===== src/rtl/fetch_sequencer.sv =====
// Instruction fetch sequencer: issues sequential fetches, buffers in-order responses,
// and on redirect flushes the buffer while discarding responses still in flight.
module fetch_sequencer #(
    parameter int              XLEN         = 32,
    parameter logic [XLEN-1:0] RESET_VECTOR = '0,
    parameter int              DEPTH        = 4
) (
    input  logic                   clk,
    input  logic                   rst,
    output logic                   imem_req_valid,
    input  logic                   imem_req_ready,
    output logic [XLEN-1:0]        imem_addr,
    input  logic                   imem_resp_valid,
    input  logic [31:0]            imem_resp_data,
    input  logic                   redirect_valid,
    input  logic [XLEN-1:0]        redirect_target,
    output logic                   out_valid,
    input  logic                   out_ready,
    output logic [31:0]            out_inst,
    output logic [XLEN-1:0]        out_pc,
    output logic                   misalign_err,
    output logic [$clog2(DEPTH):0] occupancy
);
    localparam int AW = $clog2(DEPTH);
    localparam int PW = AW + 1;
    localparam logic [PW:0] FULL = (PW+1)'(DEPTH);

    typedef enum logic {RUN, HALT} state_t;

    state_t          state_q, state_d;
    logic [XLEN-1:0] fetch_pc_q, fetch_pc_d;
    logic            misalign_q, misalign_d;
    logic [PW-1:0]   drop_cnt_q, drop_cnt_d;
    logic [PW-1:0]   head_q, head_d;
    logic [PW-1:0]   fill_q, fill_d;
    logic [PW-1:0]   tail_q, tail_d;

    logic [XLEN-1:0] pc_mem   [DEPTH];
    logic [31:0]     inst_mem [DEPTH];

    logic [PW-1:0] occ;
    logic [PW-1:0] pending;
    logic [PW:0]   budget;
    logic          accept;
    logic          pop;
    logic          drop_resp;
    logic          fill_en;
    logic          resp_hit;

    // head..fill are filled slots, fill..tail are reserved slots awaiting data
    assign occ     = tail_q - head_q;
    assign pending = tail_q - fill_q;
    // Responses still owed to flushed requests hold memory capacity like live slots
    assign budget  = {1'b0, occ} + {1'b0, drop_cnt_q};

    assign imem_req_valid = !rst && (state_q == RUN) && (budget < FULL);
    assign imem_addr      = fetch_pc_q;
    assign out_valid      = !rst && (fill_q != head_q);
    assign out_inst       = inst_mem[head_q[AW-1:0]];
    assign out_pc         = pc_mem[head_q[AW-1:0]];
    assign misalign_err   = !rst && misalign_q;
    assign occupancy      = rst ? '0 : occ;

    assign accept    = imem_req_valid && imem_req_ready;
    assign pop       = out_valid && out_ready;
    assign drop_resp = imem_resp_valid && (drop_cnt_q != '0);
    assign fill_en   = imem_resp_valid && (drop_cnt_q == '0) && (pending != '0);
    assign resp_hit  = drop_resp || fill_en;

    always_comb begin
        state_d    = state_q;
        fetch_pc_d = fetch_pc_q;
        misalign_d = misalign_q;
        drop_cnt_d = drop_cnt_q;
        head_d     = head_q;
        fill_d     = fill_q;
        tail_d     = tail_q;

        if (redirect_valid) begin
            head_d     = '0;
            fill_d     = '0;
            tail_d     = '0;
            // Everything in flight after this cycle's accept/response becomes stale
            drop_cnt_d = drop_cnt_q + pending + PW'(accept) - PW'(resp_hit);
            if (redirect_target[1:0] != 2'b00) begin
                state_d    = HALT;
                misalign_d = 1'b1;
            end else begin
                state_d    = RUN;
                misalign_d = 1'b0;
                fetch_pc_d = redirect_target;
            end
        end else begin
            if (accept) begin
                tail_d     = tail_q + PW'(1);
                fetch_pc_d = fetch_pc_q + XLEN'(4);
            end
            if (drop_resp) begin
                drop_cnt_d = drop_cnt_q - PW'(1);
            end
            if (fill_en) begin
                fill_d = fill_q + PW'(1);
            end
            if (pop) begin
                head_d = head_q + PW'(1);
            end
        end
    end

    always_ff @(posedge clk) begin
        if (rst) begin
            state_q    <= RUN;
            fetch_pc_q <= RESET_VECTOR;
            misalign_q <= 1'b0;
            drop_cnt_q <= '0;
            head_q     <= '0;
            fill_q     <= '0;
            tail_q     <= '0;
        end else begin
            state_q    <= state_d;
            fetch_pc_q <= fetch_pc_d;
            misalign_q <= misalign_d;
            drop_cnt_q <= drop_cnt_d;
            head_q     <= head_d;
            fill_q     <= fill_d;
            tail_q     <= tail_d;
        end
    end

    always_ff @(posedge clk) begin
        if (accept) begin
            pc_mem[tail_q[AW-1:0]] <= fetch_pc_q;
        end
        if (fill_en) begin
            inst_mem[fill_q[AW-1:0]] <= imem_resp_data;
        end
    end

endmodule


===== config.mk =====
export PLATFORM = sky130hd
export DESIGN_NAME = fetch_sequencer
export DESIGN_NICKNAME = d
export VERILOG_FILES = /design/src/rtl/fetch_sequencer.sv
export SDC_FILE = /design/constraint.sdc
export NUM_CORES = 1
export LEC_CHECK = 0
export CAP_MARGIN = 10
export CELL_PAD_IN_SITES_DETAIL_PLACEMENT = 0
export CELL_PAD_IN_SITES_GLOBAL_PLACEMENT = 2
export CORE_MARGIN = 8
export CORE_UTILIZATION = 43
export CTS_BUF_LIST = sky130_fd_sc_hd__clkbuf_4 sky130_fd_sc_hd__clkbuf_8 sky130_fd_sc_hd__clkbuf_16
export DETAILED_ROUTE_END_ITERATION = 6
export MAX_ROUTING_LAYER = met4
export PLACE_DENSITY_LB_ADDON = 0.1
export SYNTH_ARGS = -nofsm -noshare
export SYNTH_HDL_FRONTEND = slang
export SYNTH_SLANG_ARGS = --single-unit

===== constraint.sdc =====
create_clock -name clk -period 8.41 [get_ports clk]
set_clock_uncertainty 0.1 [all_clocks]
set_input_delay 0.841 -clock clk [delete_from_list [all_inputs] [get_ports clk]]
set_output_delay 0.841 -clock clk [all_outputs]
set_load 0.005 [all_outputs]

Word level (Yosys, flattened, before mapping):

Memory sizes are Yosys's and may differ from the RTL's. A register that Yosys moved wholly into a read port is not among the register bits.
Cells that the tools add are included.

* bits in writable memories: 256
* register bits: 45
* memories kept: 2
* logic and storage cells: 57
* output and inout bits: 102
* bits of input ports: 70

Memory list
* inst_mem: words 4, width 32, rd ports 1, clocked after memory_dff 1, write ports 1, RTL line 39 `logic [31:0] inst_mem [DEPTH];`
* pc_mem: words 4, width 32, rd ports 1, clocked after memory_dff 1, write ports 1, RTL line 38 `logic [XLEN-1:0] pc_mem [DEPTH];`

* magnitude comparators: 1
* add/subtract/negate cells: 11
* eq/ne operators: 2
* reductions and logical operators: 19
* bitwise logic cells: 1
* mux-type cells: 15

Operator list (count)
* $mux W32: 3
* $add A32 B3 Y32 const B: 1
* $add A3 B1 Y3 const B: 3
* $logic_and A1 B1 Y1: 9
* $mux W3: 3
* $mux W2: 4
* $reduce_bool A2 Y1: 3
* $reduce_bool A3 Y1: 2
* $sub A3 B3 Y3: 2
* $mux W1: 5
* $add A3 B3 Y4: 1
* $lt A4 B3 Y1 const B: 1
* $add A3 B1 Y3: 1
* $add A3 B3 Y3: 1
* $logic_not A3 Y1: 1
* $ne A3 B3 Y1: 1
* $sub A3 B1 Y3: 1
* $sub A3 B1 Y3 const B: 1
* $ne A2 B2 Y1 const B: 1
* $reduce_and A2 Y1: 1
* $reduce_or A2 Y1: 1
* $logic_not A1 Y1: 1
* $logic_or A1 B1 Y1: 1
* $not A1 Y1: 1

Logic depth before layout (Yosys ltp):

* word-level depth: 8
* mapped depth: 18
* mapped depth without buffers: 17

Worst setup path before layout:

OpenSTA, ideal clock, no wires.

* path type: reg2reg
* from: register tail_q[0]
* to: register drop_cnt_q[2]
* library setup time: 128 ps
* clock period less this slack: 3641 ps
* data required time: 8182 ps
* path buffers: 1
* stages on the path, launching flop included: 19
* setup slack: 4769 ps
* arrival: 3414 ps
* path through: dfxtp_1 inv_1 ha_1 inv_1 fa_1 xor2_1 xnor2_1 ha_1 nor4_4 nand4_2 inv_1 buf_2 fa_1 fa_1 xnor2_1 xnor2_1 o21ai_0 xnor2_1 nor2_1

* longest elaborated chain between the ends: 8
* elaborated cells on any way between the ends: 13
* those cells by class: add/sub (6); order compare (1); mux (1); reduce/logical (5)

RTL lines
* start, declared: RTL line 36 `logic [PW-1:0] tail_q, tail_d;`
* start signal, assigned: RTL line 126 `tail_q <= tail_d;`
* $sub A3 B3 Y3: RTL line 51 `assign occ = tail_q - head_q;`
* $add A3 B3 Y4: RTL line 54 `assign budget = {1'b0, occ} + {1'b0, drop_cnt_q};`
* $lt A4 B3 Y1: RTL line 56 `assign imem_req_valid = !rst && (state_q == RUN) && (budget < FULL);`
* $logic_and A1 B1 Y1: RTL line 56
* $logic_and A1 B1 Y1: RTL line 64 `assign accept = imem_req_valid && imem_req_ready;`
* named net accept: RTL line 44 `logic accept;`
* $add A3 B1 Y3: RTL line 84 `drop_cnt_d = drop_cnt_q + pending + PW'(accept) - PW'(resp_hit);`
* $sub A3 B1 Y3: RTL line 84
* $mux W3: RTL line 79 `if (redirect_valid) begin`
* end signal, assigned: RTL line 123 `drop_cnt_q <= drop_cnt_d;`
* end, declared: RTL line 33 `logic [PW-1:0] drop_cnt_q, drop_cnt_d;`

The timed path passes the listed nets, and every way through them passes these cells.
A chain may end at the register's enable or synchronous reset.

Worst setup path after layout:

* from: register tail_q[0]
* to: memory pc_mem[0][23], enable pin

* longest elaborated chain between the ends: 7

RTL lines
* $sub A3 B3 Y3: RTL line 51
* $add A3 B3 Y4: RTL line 54
* $lt A4 B3 Y1: RTL line 56
* $logic_and A1 B1 Y1: RTL line 56
* $logic_and A1 B1 Y1: RTL line 64
* $mux W1: RTL line 131 `if (accept) begin`
* $mux W1 (implied by the code): RTL line 132 `pc_mem[tail_q[AW-1:0]] <= fetch_pc_q;`
* end, declared: RTL line 38

Several ways; a longest one is shown, not always the timed one.

==> metrics.log <==
[metrics] commonest cells in the netlist: sky130_fd_sc_hd__edfxtp_1, sky130_fd_sc_hd__mux4_2, sky130_fd_sc_hd__dfxtp_1
[metrics] final period utilization: 55.5%
[metrics] total power divided by cell area: 218 mW/mm2
[metrics] top flip-flop cell by instance count after synthesis: sky130_fd_sc_hd__edfxtp_1
[metrics] total global-route track usage: 17.7%
[metrics] total negative slack for setup checks: 0 ns
[metrics] highest achievable clock rate: 214 MHz
[metrics] final weighted congestion in routability-driven placement: 0.810
[metrics] pin count of the biggest net entering global routing: 65
[metrics] flops & latches, synth: 303
[metrics] I/O pin count: 172
[metrics] Async SR Flop Fraction: 0%
[metrics] Floorplan Core Area: 0.0284 mm2
[metrics] post-CTS clock slew at the launch and capture registers of the worst setup and hold paths: 0.06 ns
[metrics] antenna violations before repair: 0
[metrics] Hold Buf Count CTS: 0
[metrics] H-tree levels: 1
[metrics] worst path required time: 8.55 ns
[metrics] cells resized by post-CTS repair: 0
[metrics] final global-route overflow total: 0
[metrics] final setup fails: 0
[metrics] most common cell in the synthesized netlist: sky130_fd_sc_hd__edfxtp_1
[metrics] transition time at the pin with the least slew margin: 1.04 ns
[metrics] clock sink total: 303
[metrics] crit path max-delay cell type: sky130_fd_sc_hd__and2_1
[metrics] die footprint: 0.0342 mm2
[metrics] largest family of logic cells by synthesized area: multiplexers
[metrics] portion of netlist area occupied by mux cells: 12.2%
[metrics] crit-path most repeated cell: sky130_fd_sc_hd__inv_1
[metrics] EDFF count, synth: 256
[metrics] Synth Area per Inst: 17.2 um2
[metrics] overall die width: 185 um
[metrics] share of the yosys chip area belonging to registers: 70.2%
[metrics] fin crit period: 4.67 ns
[metrics] outcome: finished clean
[metrics] Vias/cell: 5.49
[metrics] clock root cell: sky130_fd_sc_hd__clkbuf_16
[metrics] launch instance of the worst min-delay path: imem_addr[1]
[metrics] cell types with the largest area share after synthesis: sky130_fd_sc_hd__edfxtp_1, sky130_fd_sc_hd__mux4_2, sky130_fd_sc_hd__dfxtp_1, sky130_fd_sc_hd__ha_1, sky130_fd_sc_hd__a21oi_1
[metrics] Post-Syn Nets: 805
[metrics] setup repair after global routing missed its margin: no
[metrics] Clock Latency Late Sink: 0.55 ns
[metrics] yosys synthesis warning count: 0
[metrics] post-placement cell area: 0.0144 mm2
[metrics] fraction of the mapped netlist area in simple logic gates: 6.99%
[metrics] final standard cell area without fillers: 0.0154 mm2
[metrics] site row count: 62
[metrics] XOR/XNOR share of the synthesized area: 1.32%
[metrics] Max Fanout on Critical Path: 17
[metrics] deepest clock path buffer count: 3
[metrics] Leak: 4.90 nW
[metrics] Worst Setup Start Kind: flop
[metrics] CP cell instances: inv_1, ha_1, inv_1, fa_1, xor2_1, xnor2_1, ha_1, nor4_4, nand4_2, inv_1, and2_1, buf_4
[metrics] number of iterations in the first detailed-routing pass: 4
[metrics] count of nets left with antenna violations after detail routing: 0
[metrics] half-perimeter wire length of the detailed placement result: 19,100 um
[metrics] port bufs: 171
[metrics] normalized max-slew margin: 30.5%
[metrics] Starting Density: 43.3%
[metrics] Crit Path Category: reg2reg
[metrics] area growth from synthesis to final layout: 25.7%
[metrics] net total in the final layout: 980
[metrics] adder and majority cell fraction of the synthesized area: 2.48%
[metrics] clock tree from TritonCTS: yes
[metrics] worst reg2reg path startpoint: tail_q[0]
[metrics] detailed-route via count: 7,126
[metrics] slowest cell delay on critical path: 0.83 ns
[metrics] area share of the leading cell type in the synthesized netlist: 62.6%
[metrics] share of the synthesized area in compound gates (AO/OA/AOI/OAI): 4.95%
[metrics] Final Hold Viols: 0
[metrics] max cap viols: 0
[metrics] crit path DAT: 4.81 ns
[metrics] Post-CTS Setup Repair Bufs: 0
[metrics] wire length per cell after detailed routing: 22.8 um
[metrics] number of diodes added for antenna fixing: 0
[metrics] start point of the critical path: tail_q[0]
[metrics] library cells used by synthesis: 55
[metrics] drt first-iter violations: 566
[metrics] count of pins over their slew limit: 0
[metrics] via count of the first global-routing pass: 7,501
[metrics] proportion of layout cells with a drive suffix above 1: 15.6%
[metrics] cell taking the most area after synthesis: sky130_fd_sc_hd__edfxtp_1
[metrics] critical path endpoint category: flop
[metrics] Hold Crit Class: reg2reg
[metrics] drt drc: 0
[metrics] Synth Instances: 713
[metrics] wire length of the first global-routing pass: 44,900 um
[metrics] y dimension of the die: 185 um
[metrics] sum of routed wire length over all layers: 29,600 um
[metrics] number of buffers created by CTS: 31
[metrics] Max rail drop VDD: 0.000150 V
[metrics] post-synthesis instance area: 0.0123 mm2
## where the power goes
group	internal [W]	switching [W]
clock network	0.000830	0.000557
logic	0.000144	0.000128
registers	0.00167	0.0000392
## registers in the layout, indices dropped and copies added (netlist names), named ones only
register and flops:
tail_q 3, misalign_q 1, fill_q 3, drop_cnt_q 3, head_q 3, pc_mem 128, inst_mem 128, imem_addr 32
## cells by family after synthesis
logic type	after synthesis
AND/OR/NAND/NOR	151
flip-flops	303
multiplexers	70
adder cells (fa/ha/maj)	22
XOR/XNOR	17
AO/OA/AOI/OAI	95
buffers and inverters	55
## per-stage QoR
stage	setup slack (ns)	total power (W)	hold WS, ns	cells	util (%)
4_1_cts	3.59	0.00340	0.431	1297	54.4
5_1_grt	3.38	0.00348	0.450	1297	54.4
3_5_place_dp	3.63	0.00201	0.421	1239	50.7
2_1_floorplan	4.77	0.00186	0.392	713	-
6_report	3.74	0.00336	0.432	1297	54.4
3_3_place_gp	3.80	0.00200	0.422	1239	50.7
## final cells by class
class | instances | area (um2)
timing repair buffer | 180 | 1780
tap | 384 | 480
multi-input combinational | 355 | 3440
sequential | 303 | 8640
clock inverter | 18 | 198
clock buffer | 40 | 843
inverter | 17 | 63.8
fill | 2295 | 13000
## path summary, 6_finish.rpt
kind	to	slack, ns	cells past startpoint
setup / recovery	pc_mem[0][23]	3.74	12
hold / removal	pc_mem[0][1]	0.43	0
setup reg to reg	pc_mem[0][23]	3.74	12
hold reg to reg	pc_mem[0][1]	0.43	0
## layout by cell type, fill, tap and decap left out, types with 5 or more instances in the layout
cell,instances
sky130_fd_sc_hd__edfxtp_1,256
sky130_fd_sc_hd__clkdlybuf4s50_1,171
sky130_fd_sc_hd__mux4_2,64
sky130_fd_sc_hd__dfxtp_1,45
sky130_fd_sc_hd__a21oi_1,31
sky130_fd_sc_hd__clkbuf_16,31
sky130_fd_sc_hd__nor2_1,30
sky130_fd_sc_hd__nand2_1,26
sky130_fd_sc_hd__ha_1,18
sky130_fd_sc_hd__inv_1,16
sky130_fd_sc_hd__nand3_1,15
sky130_fd_sc_hd__nand4_1,13
sky130_fd_sc_hd__xnor2_1,12
sky130_fd_sc_hd__o21ai_0,12
sky130_fd_sc_hd__a31oi_1,11
sky130_fd_sc_hd__nor4_1,10
sky130_fd_sc_hd__clkbuf_4,9
sky130_fd_sc_hd__buf_4,9
sky130_fd_sc_hd__and2_1,8
sky130_fd_sc_hd__a211oi_1,8
sky130_fd_sc_hd__a22oi_1,8
sky130_fd_sc_hd__o22ai_1,8
sky130_fd_sc_hd__clkinv_1,7
sky130_fd_sc_hd__nor3_1,7
sky130_fd_sc_hd__and3_1,6
sky130_fd_sc_hd__mux2i_1,6
sky130_fd_sc_hd__nor2b_1,5
sky130_fd_sc_hd__a32oi_1,5
## worst max-delay path, delay by kind of cell, from the launching register on
| kind | cells | cell delay (ns) |
|---|---|---|
| xor gates and xnor gates | 2 | 0.37 |
| adders and majority gates | 3 | 0.84 |
| buffers and inverters | 4 | 1.16 |
| DFF | 1 | 0.34 |
| and+or+nand+nor | 3 | 1.53 |
## per-layer routing
layer | up-vias | share of wire [%] | global-route usage [%] | wire length, um
met3 | 31 | 6.0 | 2.61 | 1780
met1 | 3628 | 43 | 22.8 | 12700
met2 | 242 | 50 | 29.8 | 14800
met5 | - | 0 | - | 0
li1 | 3225 | - | - | -
met4 | 0 | 1.2 | 3.20 | 359
Power figures use the tool's default switching activity.
